## config.mk

```make
export PLATFORM = sky130hd
export DESIGN_NAME = uart_tx_scheduler
export DESIGN_NICKNAME = d
export VERILOG_FILES = /design/src/rtl/uart_tx_scheduler.sv
export SDC_FILE = /design/constraint.sdc
export NUM_CORES = 1
export LEC_CHECK = 0
export ABC_CLOCK_PERIOD_IN_PS = 1900
export CAP_MARGIN = 10
export CORE_MARGIN = 10
export CORE_UTILIZATION = 40
export DETAILED_ROUTE_END_ITERATION = 6
export GPL_TIMING_DRIVEN = 0
export PLACE_DENSITY_LB_ADDON = 0.12
export SLEW_MARGIN = 10
export SYNTH_ARGS = -nofsm -noshare
export SYNTH_HDL_FRONTEND = slang
export SYNTH_SLANG_ARGS = --single-unit
```

## constraint.sdc

```tcl
create_clock -name clk -period 1.9 [get_ports clk]
set_clock_uncertainty 0.05 [all_clocks]
set_input_delay 0.38 -clock clk [delete_from_list [all_inputs] [get_ports clk]]
set_output_delay 0.38 -clock clk [all_outputs]
set_load 0.005 [all_outputs]
```

## src/rtl/uart_tx_scheduler.sv

```systemverilog
// ---------------------------------------------------------------------------
// uart_tx_scheduler
//
// Shares one UART transmitter between NUM_REQ byte producers. A round-robin
// pointer selects the next requester, the accepted byte is latched and
// presented to the transmitter with a single-cycle start pulse, and the
// transmitter's busy flag is followed through the whole frame. If the
// transmitter never raises busy after a start pulse, the byte is dropped
// and a one-cycle timeout_err pulse is produced.
//
// Optional feature (macro UART_TX_SCHED_LOCK_EN):
//   Adds input req_lock[NUM_REQ-1:0]. When req_lock[grant_id] is high as a
//   frame completes, the pointer stays on that requester so a multi-byte
//   message is sent contiguously. A timeout always advances the pointer.
//
// Handshake (requester side): req_ready is a one-hot strobe driven
// combinationally in IDLE only, and only for a requester whose req_valid is
// high; a byte is transferred on a rising clk edge where req_valid[i] and
// req_ready[i] are both high. There is no backpressure on the transmitter
// side: tx_start is a one-cycle pulse and tx_data is held until the next
// accept.
//
// Ports:
//   clk          in   system clock
//   reset        in   synchronous, active-high reset
//   req_valid    in   [NUM_REQ]            per-requester byte available
//   req_data     in   [NUM_REQ*DATA_BITS]  requester i at [i*DATA_BITS +: DATA_BITS]
//   req_ready    out  [NUM_REQ]            one-hot accept strobe (IDLE only)
//   tx_start     out                       one-cycle start pulse to transmitter
//   tx_data      out  [DATA_BITS]          latched byte for the transmitter
//   tx_busy      in                        transmitter frame in progress
//   grant_id     out  [$clog2(NUM_REQ)]    current / last granted requester
//   active       out                       high in every state except IDLE
//   timeout_err  out                       one-cycle pulse when busy never rose
//   req_lock     in   [NUM_REQ]            (only with UART_TX_SCHED_LOCK_EN)
//   dbg_state    out  [2]                  FSM state: 0 IDLE, 1 ISSUE,
//                                          2 WAIT_BUSY, 3 WAIT_DONE
// ---------------------------------------------------------------------------
module uart_tx_scheduler #(
    parameter int NUM_REQ       = 4,
    parameter int DATA_BITS     = 8,
    parameter int START_TIMEOUT = 16
) (
    input  logic                           clk,
    input  logic                           reset,
    input  logic [NUM_REQ-1:0]             req_valid,
    input  logic [NUM_REQ*DATA_BITS-1:0]   req_data,
    output logic [NUM_REQ-1:0]             req_ready,
    output logic                           tx_start,
    output logic [DATA_BITS-1:0]           tx_data,
    input  logic                           tx_busy,
    output logic [$clog2(NUM_REQ)-1:0]     grant_id,
    output logic                           active,
    output logic                           timeout_err,
`ifdef UART_TX_SCHED_LOCK_EN
    input  logic [NUM_REQ-1:0]             req_lock,
`endif
    output logic [1:0]                     dbg_state
);

    localparam int PTR_W = $clog2(NUM_REQ);
    localparam int CNT_W = $clog2(START_TIMEOUT);

    typedef enum logic [1:0] {
        S_IDLE      = 2'd0,
        S_ISSUE     = 2'd1,
        S_WAIT_BUSY = 2'd2,
        S_WAIT_DONE = 2'd3
    } state_t;

    state_t                 r_state;
    state_t                 w_next_state;

    logic [PTR_W-1:0]       r_ptr;
    logic [PTR_W-1:0]       r_grant_id;
    logic [DATA_BITS-1:0]   r_tx_data;
    logic [CNT_W-1:0]       r_cnt;

    logic [PTR_W-1:0]       w_sel;
    logic                   w_any_valid;
    logic                   w_accept;
    logic                   w_timeout;
    logic [PTR_W-1:0]       w_grant_inc;
    logic                   w_hold;

    // -----------------------------------------------------------------------
    // Round-robin search: first valid requester at or above the pointer,
    // wrapping modulo NUM_REQ (not modulo 2**PTR_W).
    // -----------------------------------------------------------------------
    always_comb begin : sel_search
        int   v_idx;
        logic v_found;
        w_sel   = r_ptr;
        v_found = 1'b0;
        v_idx   = 0;
        for (int i = 0; i < NUM_REQ; i++) begin
            v_idx = int'(r_ptr) + i;
            if (v_idx >= NUM_REQ) begin
                v_idx = v_idx - NUM_REQ;
            end
            if (!v_found && req_valid[v_idx[PTR_W-1:0]]) begin
                v_found = 1'b1;
                w_sel   = v_idx[PTR_W-1:0];
            end
        end
    end

    assign w_any_valid = |req_valid;

    // An external transmitter busy blocks any grant while idle.
    assign w_accept = (r_state == S_IDLE) && w_any_valid && !tx_busy;

    assign w_timeout = (r_state == S_WAIT_BUSY) && !tx_busy &&
                       (r_cnt == CNT_W'(START_TIMEOUT - 1));

    assign w_grant_inc = (r_grant_id == PTR_W'(NUM_REQ - 1)) ? '0
                                                             : r_grant_id + PTR_W'(1);

`ifdef UART_TX_SCHED_LOCK_EN
    assign w_hold = req_lock[r_grant_id];
`else
    assign w_hold = 1'b0;
`endif

    // -----------------------------------------------------------------------
    // FSM: state register
    // -----------------------------------------------------------------------
    always_ff @(posedge clk) begin
        if (reset) begin
            r_state <= S_IDLE;
        end else begin
            r_state <= w_next_state;
        end
    end

    // -----------------------------------------------------------------------
    // FSM: next-state logic
    // -----------------------------------------------------------------------
    always_comb begin
        w_next_state = r_state;
        case (r_state)
            S_IDLE: begin
                if (w_accept) begin
                    w_next_state = S_ISSUE;
                end
            end
            S_ISSUE: begin
                w_next_state = S_WAIT_BUSY;
            end
            S_WAIT_BUSY: begin
                if (tx_busy) begin
                    w_next_state = S_WAIT_DONE;
                end else if (w_timeout) begin
                    w_next_state = S_IDLE;
                end
            end
            S_WAIT_DONE: begin
                if (!tx_busy) begin
                    w_next_state = S_IDLE;
                end
            end
            default: w_next_state = S_IDLE;
        endcase
    end

    // -----------------------------------------------------------------------
    // FSM: outputs. Strobes are gated by reset so they drop in the same
    // cycle reset is asserted rather than one edge later.
    // -----------------------------------------------------------------------
    always_comb begin
        req_ready   = '0;
        tx_start    = 1'b0;
        timeout_err = 1'b0;
        active      = 1'b0;
        if (!reset) begin
            if (w_accept) begin
                req_ready[w_sel] = 1'b1;
            end
            tx_start    = (r_state == S_ISSUE);
            timeout_err = w_timeout;
        end
        active = (r_state != S_IDLE);
    end

    assign dbg_state = r_state;
    assign tx_data   = r_tx_data;
    assign grant_id  = r_grant_id;

    // -----------------------------------------------------------------------
    // Datapath: latched byte, grant index, round-robin pointer and the
    // start-timeout counter.
    // -----------------------------------------------------------------------
    always_ff @(posedge clk) begin
        if (reset) begin
            r_tx_data  <= '0;
            r_grant_id <= '0;
            r_ptr      <= '0;
            r_cnt      <= '0;
        end else begin
            case (r_state)
                S_IDLE: begin
                    if (w_accept) begin
                        r_tx_data  <= req_data[w_sel*DATA_BITS +: DATA_BITS];
                        r_grant_id <= w_sel;
                    end
                end
                S_ISSUE: begin
                    r_cnt <= '0;
                end
                S_WAIT_BUSY: begin
                    if (!tx_busy) begin
                        if (w_timeout) begin
                            // Dropped byte: the requester loses its turn even if locked.
                            r_ptr <= w_grant_inc;
                        end else begin
                            r_cnt <= r_cnt + CNT_W'(1);
                        end
                    end
                end
                S_WAIT_DONE: begin
                    if (!tx_busy) begin
                        // A held lock parks the pointer on the current owner.
                        r_ptr <= w_hold ? r_grant_id : w_grant_inc;
                    end
                end
                default: ;
            endcase
        end
    end

endmodule

```

==> out/results.ini, run 1 <==
[drt]
drt-total-wl_um=3970
post-route-drc-count=0
ant_nets=0
drt_pass1_iterations=6
wl_per_cell_um=17.7
drt_iter0_markers=50
via_per_inst=5.29
vias=1186

[power]
power_density_mw_per_mm2=507
p_leak_nw=0.739
power_mw=0.976
irDropWorstVdd_mv=0.532

[critical_path]
cp.arrival_ns=1.66
path_class=in2out
start_kind=input pin
required_ns=1.47
crit_path_end_kind=output port
path_max_fanout=4

[sta]
drv_slew=0
max_slew_margin_pct=67.8
rsz0062_at_grt=yes
worstMarginPinSlew_ns=0.481
hold_viol=0
worst_slack_ns=-0.194
setup_viol=4
min_period_over_period_pct=110
max_freq_mhz=477
finalCriticalPeriod_ns=2.09

[synthesis]
yosys.area.top_type=dfxtp_1
synth_simple_gate_area_share_pct=25.1
synth_fa_ha_area_share_pct=2.19
ys_seq_elements=18
synth_top_family_by_area=simple AND/OR/NAND/NOR gates
netlist_area_mm2=0.00114
yosys-top-cells-area=dfxtp_1, mux2i_1, o221ai_2
synth.avg_cell_area_um2=9.54
synth_compound_area_share_pct=17.9
synth_top_area_share_pct=31.5
seq_area_frac_synth_pct=31.5
synth_cell_types=33
synthesis.instances=120
synth_mux_area_share_pct=17.5
synth_warnings=0
syn_nets=161
synthXorXnorAreaFrac_pct=0.765

[floorplan]
die_x_um=73.5
die_y_um=73.5
start_util_pct=41.5
rows=19
die_area_mm2=0.00540
core_mm2=0.00276
ios=58

[global_route]
grt_pass1_wl_um=6150
antenna_found_initial=0
track_usage_pct=14.3
grt_pass1_vias=1184
grt_overflow=0
grt_max_degree=11

[layout]
drive_above_1_share_pct=28.5
nNetsFinal=236
area_growth_pct=68.3
layout_common_cells=clkdlybuf4s50_1, mux2i_1, dfxtp_1, buf_4
stdcell_area_mm2=0.00193
num_antenna_cells=0
mostFrequentLayoutCell=clkdlybuf4s50_1

[clocking]
cts_buffers=3
cts.sinks=18
root_buffer=clkbuf_4
clkLatencyLatePin_ns=0.30
htreeDepth=1
hold_buffers=0
path_clk_slew_ns=0.10
clockBufferDepth=2
cts_tree=built

[flow_run]
cap_violations=0

[placement]
hpwl_um=2870
placed_area_mm2=0.00175
io_buffers=57
place_congestion=0.821

[worst_hold_path]
hold_path_class=reg2reg

[status]
status=finished with violations
failed_checks=negative setup slack

-- metrics by stage --
stage	utilization [%]	TNS, ns	setup WS (ns)	std cells	hold WS (ns)
after global placement	63.6	-6.59	-0.904	208	0.427
final	69.9	-0.756	-0.194	224	0.439
after CTS	68.2	-0.579	-0.126	221	0.452
after detailed placement	63.6	-6.96	-0.925	208	0.439
after global routing	69.9	-1.07	-0.272	224	0.470
after floorplan	-	0	0.136	120	0.415
-- layer usage --
layer	routed length, um	up-vias	part of all wire (%)	global-route usage (%)
li1	-	594	-	-
met1	1710	548	43	16.4
met2	1920	40	48	24.8
met3	309	4	7.8	5.11
met4	32	0	0.81	2.48
met5	0	-	0	0
-- worst paths after layout --
check,slack [ns],cells after the start,from,end
worst max-delay path,-0.19,8,req_valid[0],req_ready[3]
worst min-delay path,0.44,2,r_cnt[0],r_cnt[0]
worst max register to register,0.19,8,dbg_state[1],tx_data[6]
worst min register to register,0.44,2,r_cnt[0],r_cnt[0]
-- what timing repair did --
| item | in CTS | in global routing |
|---|---|---|
| gates resized for setup | 46 | 9 |
| buffers inserted | 11 | 3 |
| pin swaps | 6 | 5 |
| cloned | 0 | 0 |
| endpoints found under the setup margin | 6 | 5 |
-- critical path, cell delays in order --
cell,delay (ns)
clkdlybuf4s15_1,0.24
nor2_2,0.15
nand2_1,0.12
a221oi_4,0.32
buf_4,0.20
nand2_8,0.07
nor2_4,0.08
buf_2,0.11
-- power breakdown --
group          internal (mW)  leakage [nW]  switching (mW)
Combinational          0.216         0.575           0.141
Sequential             0.402         0.150          0.0189
Clock                 0.0741        0.0138           0.124
Total                  0.692         0.739           0.284
-- state kept, by name (all words and copies together) (netlist names) --
name,cells
tx_data,8
r_cnt,4
dbg_state,2
grant_id,2
r_ptr,2
-- synth_stat cells (all sizes together) --
library cell  instances
and2                  1
inv                   3
nor2                 14
mux2i                20
dfxtp                18
a31o                  1
o221ai                8
nand3                 3
nand4                 1
nand3b                8
a31oi                 1
nand2b                6
or3b                  1
a21o                  1
nor3                  5
nand2                 6
a211o                 1
xor2                  1
a221oi                1
buf                   4
ha                    2
nor3b                 2
o21ai                 2
nor4                  1
clkbuf                2
nor2b                 2
a21oi                 5
-- area by class of cell --
type                    count  area [um^2]
clock buffers               3         22.5
plain buffers               5         45.0
multi-input cells          93          787
inverters                   3         11.3
fillers                   225          831
repair buffers             71          651
flip-flops and latches     18          372
well taps                  31         38.8
-- kinds of logic after synthesis --
group | count (synthesis)
and+or+nand+nor | 50
AOI/OAI and AO/OA | 20
muxes | 20
DFF | 18
buffers and inverters | 9
adders and majority gates | 2
xor gates and xnor gates | 1
Note: power is estimated with default switching activity, not from simulation.
==> inputs of run 2 (changes only) <==
--- a/config.mk
+++ b/config.mk
@@ -5,10 +5,10 @@
 export SDC_FILE = /design/constraint.sdc
 export NUM_CORES = 1
 export LEC_CHECK = 0
-export ABC_CLOCK_PERIOD_IN_PS = 1900
+export ABC_CLOCK_PERIOD_IN_PS = 2600
 export CAP_MARGIN = 10
 export CORE_MARGIN = 10
-export CORE_UTILIZATION = 40
+export CORE_UTILIZATION = 35
 export DETAILED_ROUTE_END_ITERATION = 6
 export GPL_TIMING_DRIVEN = 0
 export PLACE_DENSITY_LB_ADDON = 0.12
==> constraint.sdc (replaced) <==
create_clock -name clk -period 2.6 [get_ports clk]
set_clock_uncertainty 0.05 [all_clocks]
set_input_delay 0.52 -clock clk [delete_from_list [all_inputs] [get_ports clk]]
set_output_delay 0.52 -clock clk [all_outputs]
set_load 0.1 [all_outputs]
==> run 2 against run 1 <==
  * The flow now finishes without violations
  * Clock power down 12%
  * Non-clock buffer count is 4 lower
  * Count of clock-buffer cells in the layout is 1 higher
  * Sequential power shrank 27%
  * Register-to-register slack gained 0.48 ns
  * Utilization down 5.8 points
  * Worst hold slack better by 0.020 ns
  * Critical path type unchanged
  * Largest power group is now combinational cells
==> out/results.ini, run 2 (same netlist as run 1, synthesis figures left out) <==
[floorplan]
ios=58  ; unchanged
start_util_pct=36.9  ; was 41.5%
die_x_um=77.2  ; was 73.5 um
die_area_mm2=0.00596  ; was 0.00540 mm^2
core_mm2=0.00310  ; was 0.00276 mm^2
die_y_um=77.2  ; was 73.5 um
rows=20  ; was 19

[clocking]
htreeDepth=1  ; unchanged
cts.sinks=18  ; unchanged
cts_tree=built  ; unchanged
clockBufferDepth=2  ; unchanged
clkLatencyLatePin_ns=0.29  ; was 0.30 ns
path_clk_slew_ns=0.11  ; was 0.10 ns
root_buffer=clkbuf_4  ; unchanged
cts_buffers=3  ; unchanged

[drt]
ant_nets=0  ; unchanged
wl_per_cell_um=15.9  ; was 17.7 um
drt-total-wl_um=3720  ; was 3970 um
post-route-drc-count=0  ; unchanged
via_per_inst=4.89  ; was 5.29
drt_iter0_markers=52  ; was 50
drt_pass1_iterations=4  ; was 6
vias=1145  ; was 1186

[global_route]
grt_max_degree=11  ; unchanged
grt_pass1_vias=1250  ; was 1184
track_usage_pct=12.1  ; was 14.3%
antenna_found_initial=0  ; unchanged
grt_overflow=0  ; unchanged
grt_pass1_wl_um=6040  ; was 6150 um

[critical_path]
path_max_fanout=10  ; was 4
crit_path_end_kind=output port  ; unchanged
cpMaxStageDelayCell=clkdlybuf4s15_2  ; was a221oi_4
start_kind=input pin  ; unchanged
cp.arrival_ns=1.95  ; was 1.66 ns
path_delay_family=buffers and inverters  ; unchanged
cpPeakStageDelay_ns=0.56  ; was 0.32 ns
critical_path_buf_inv_count=3  ; unchanged
required_ns=2.03  ; was 1.47 ns
path_class=in2out  ; unchanged
path_cells=clkdlybuf4s50_1 > clkbuf_2 > nor2_2 > clkdlybuf4s15_2  ; was clkdlybuf4s15_1 > nor2_2 > nand2_1 > a221oi_4 > buf_4 > nand2_8 > nor2_4 > buf_2

[layout]
fillers=295  ; was 225
area_growth_pct=73.8  ; was 68.3%
stdcell_area_mm2=0.00199  ; was 0.00193 mm^2
num_antenna_cells=0  ; unchanged
layout_common_cells=clkdlybuf4s50_1, mux2i_1, dfxtp_1, buf_4  ; unchanged
largest_reg_flops=8  ; unchanged
drive_above_1_share_pct=26.8  ; was 28.5%
utilization_pct=64.1  ; was 69.9%
mostFrequentLayoutCell=clkdlybuf4s50_1  ; unchanged
nNetsFinal=232  ; was 236

[sta]
rsz0062_at_grt=no  ; was yes
max_freq_mhz=397
worst_slack_ns=0.0807  ; was -0.194 ns
finalCriticalPeriod_ns=2.52
worstMarginPinSlew_ns=1.02  ; was 0.481 ns
setup_viol=0  ; was 4
min_period_over_period_pct=96.9
drv_slew=0  ; unchanged
max_slew_margin_pct=31.7  ; was 67.8%
hold_ws_ns=0.459  ; was 0.439 ns
hold_viol=0  ; unchanged

[placement]
placed_area_mm2=0.00182  ; was 0.00175 mm^2
io_buffers=57  ; unchanged
place_congestion=0.774  ; was 0.821
dp_slack_ns=-1.15  ; was -0.925 ns
hpwl_um=2910  ; was 2870 um

[power]
power_mw=0.891  ; was 0.976 mW
power_density_mw_per_mm2=448  ; was 507 mW/mm^2
p_leak_nw=0.746  ; was 0.739 nW
irDropWorstVdd_mv=0.236  ; was 0.532 mV

[status]
status=finished, final reports clean  ; was finished with violations

[worst_hold_path]
hold_path_class=reg2reg  ; unchanged

[flow_run]
cap_violations=0  ; unchanged

## run 2: changes by cell type in the layout (fill, tap and decap cells not counted), moves of 2 or more
cell	delta
dfxtp_2	-2
buf_12	+3
nor2_1	-3
buf_4	-4
buf_2	-5
nor2_4	+2
dfxtp_1	+3
## run 2: power breakdown
part / internal [mW] / switching (mW) / total (mW)
Clock: 0.0853 / 0.0902 / 0.175
Sequential: 0.294 / 0.0143 / 0.308
Combinational: 0.153 / 0.254 / 0.407
Total: 0.532 / 0.358 / 0.891
## run 2: path summary, 6_finish.rpt
path / cells after the start / start / end / slack [ns]
hold / removal: 2 / r_cnt[0] / r_cnt[0] / 0.46
setup reg to reg: 8 / r_ptr[1] / tx_data[6] / 0.67
setup / recovery: 4 / reset / tx_start / 0.08
hold reg to reg: 2 / r_cnt[0] / r_cnt[0] / 0.46
## run 2: routing by layer
metal	vias to the layer above	share of wire (%)	global-route usage [%]
met3	4	2.8	1.75
li1	580	-	-
met1	531	43	13.4
met4	0	1.7	5.29
met5	-	0	0
met2	30	53	22.2
## run 2: area by class of cell
class / count / area (um^2) / area share (%)
Clock buffer: 4 / 36.3 / 1.82
Multi-Input combinational cell: 93 / 797 / 40.1
Tap cell: 44 / 55.1 / 2.77
Timing Repair Buffer: 66 / 674 / 33.9
Sequential cell: 18 / 365 / 18.4
Inverter: 3 / 13.8 / 0.692
Buffer: 6 / 47.5 / 2.39
## run 2: tightest hold or removal path: stages (launching register included)
cell	delay [ns]
dfxtp_1	0.35
nand3_1	0.07
a21oi_1	0.05
## run 2: per-stage QoR
stage,instances,TNS [ns]
after floorplan,120,0
after global placement,221,-5.68
after detailed placement,221,-5.85
after CTS,233,0
after global routing,234,0
final,234,0
## run 2: repair_timing
item	in CTS	in global routing
buffers inserted	8	1
pin swaps	4	3
hold buffers	0	0
setup endpoints to repair	6	3
cloned	0	0
resized for setup	52	4
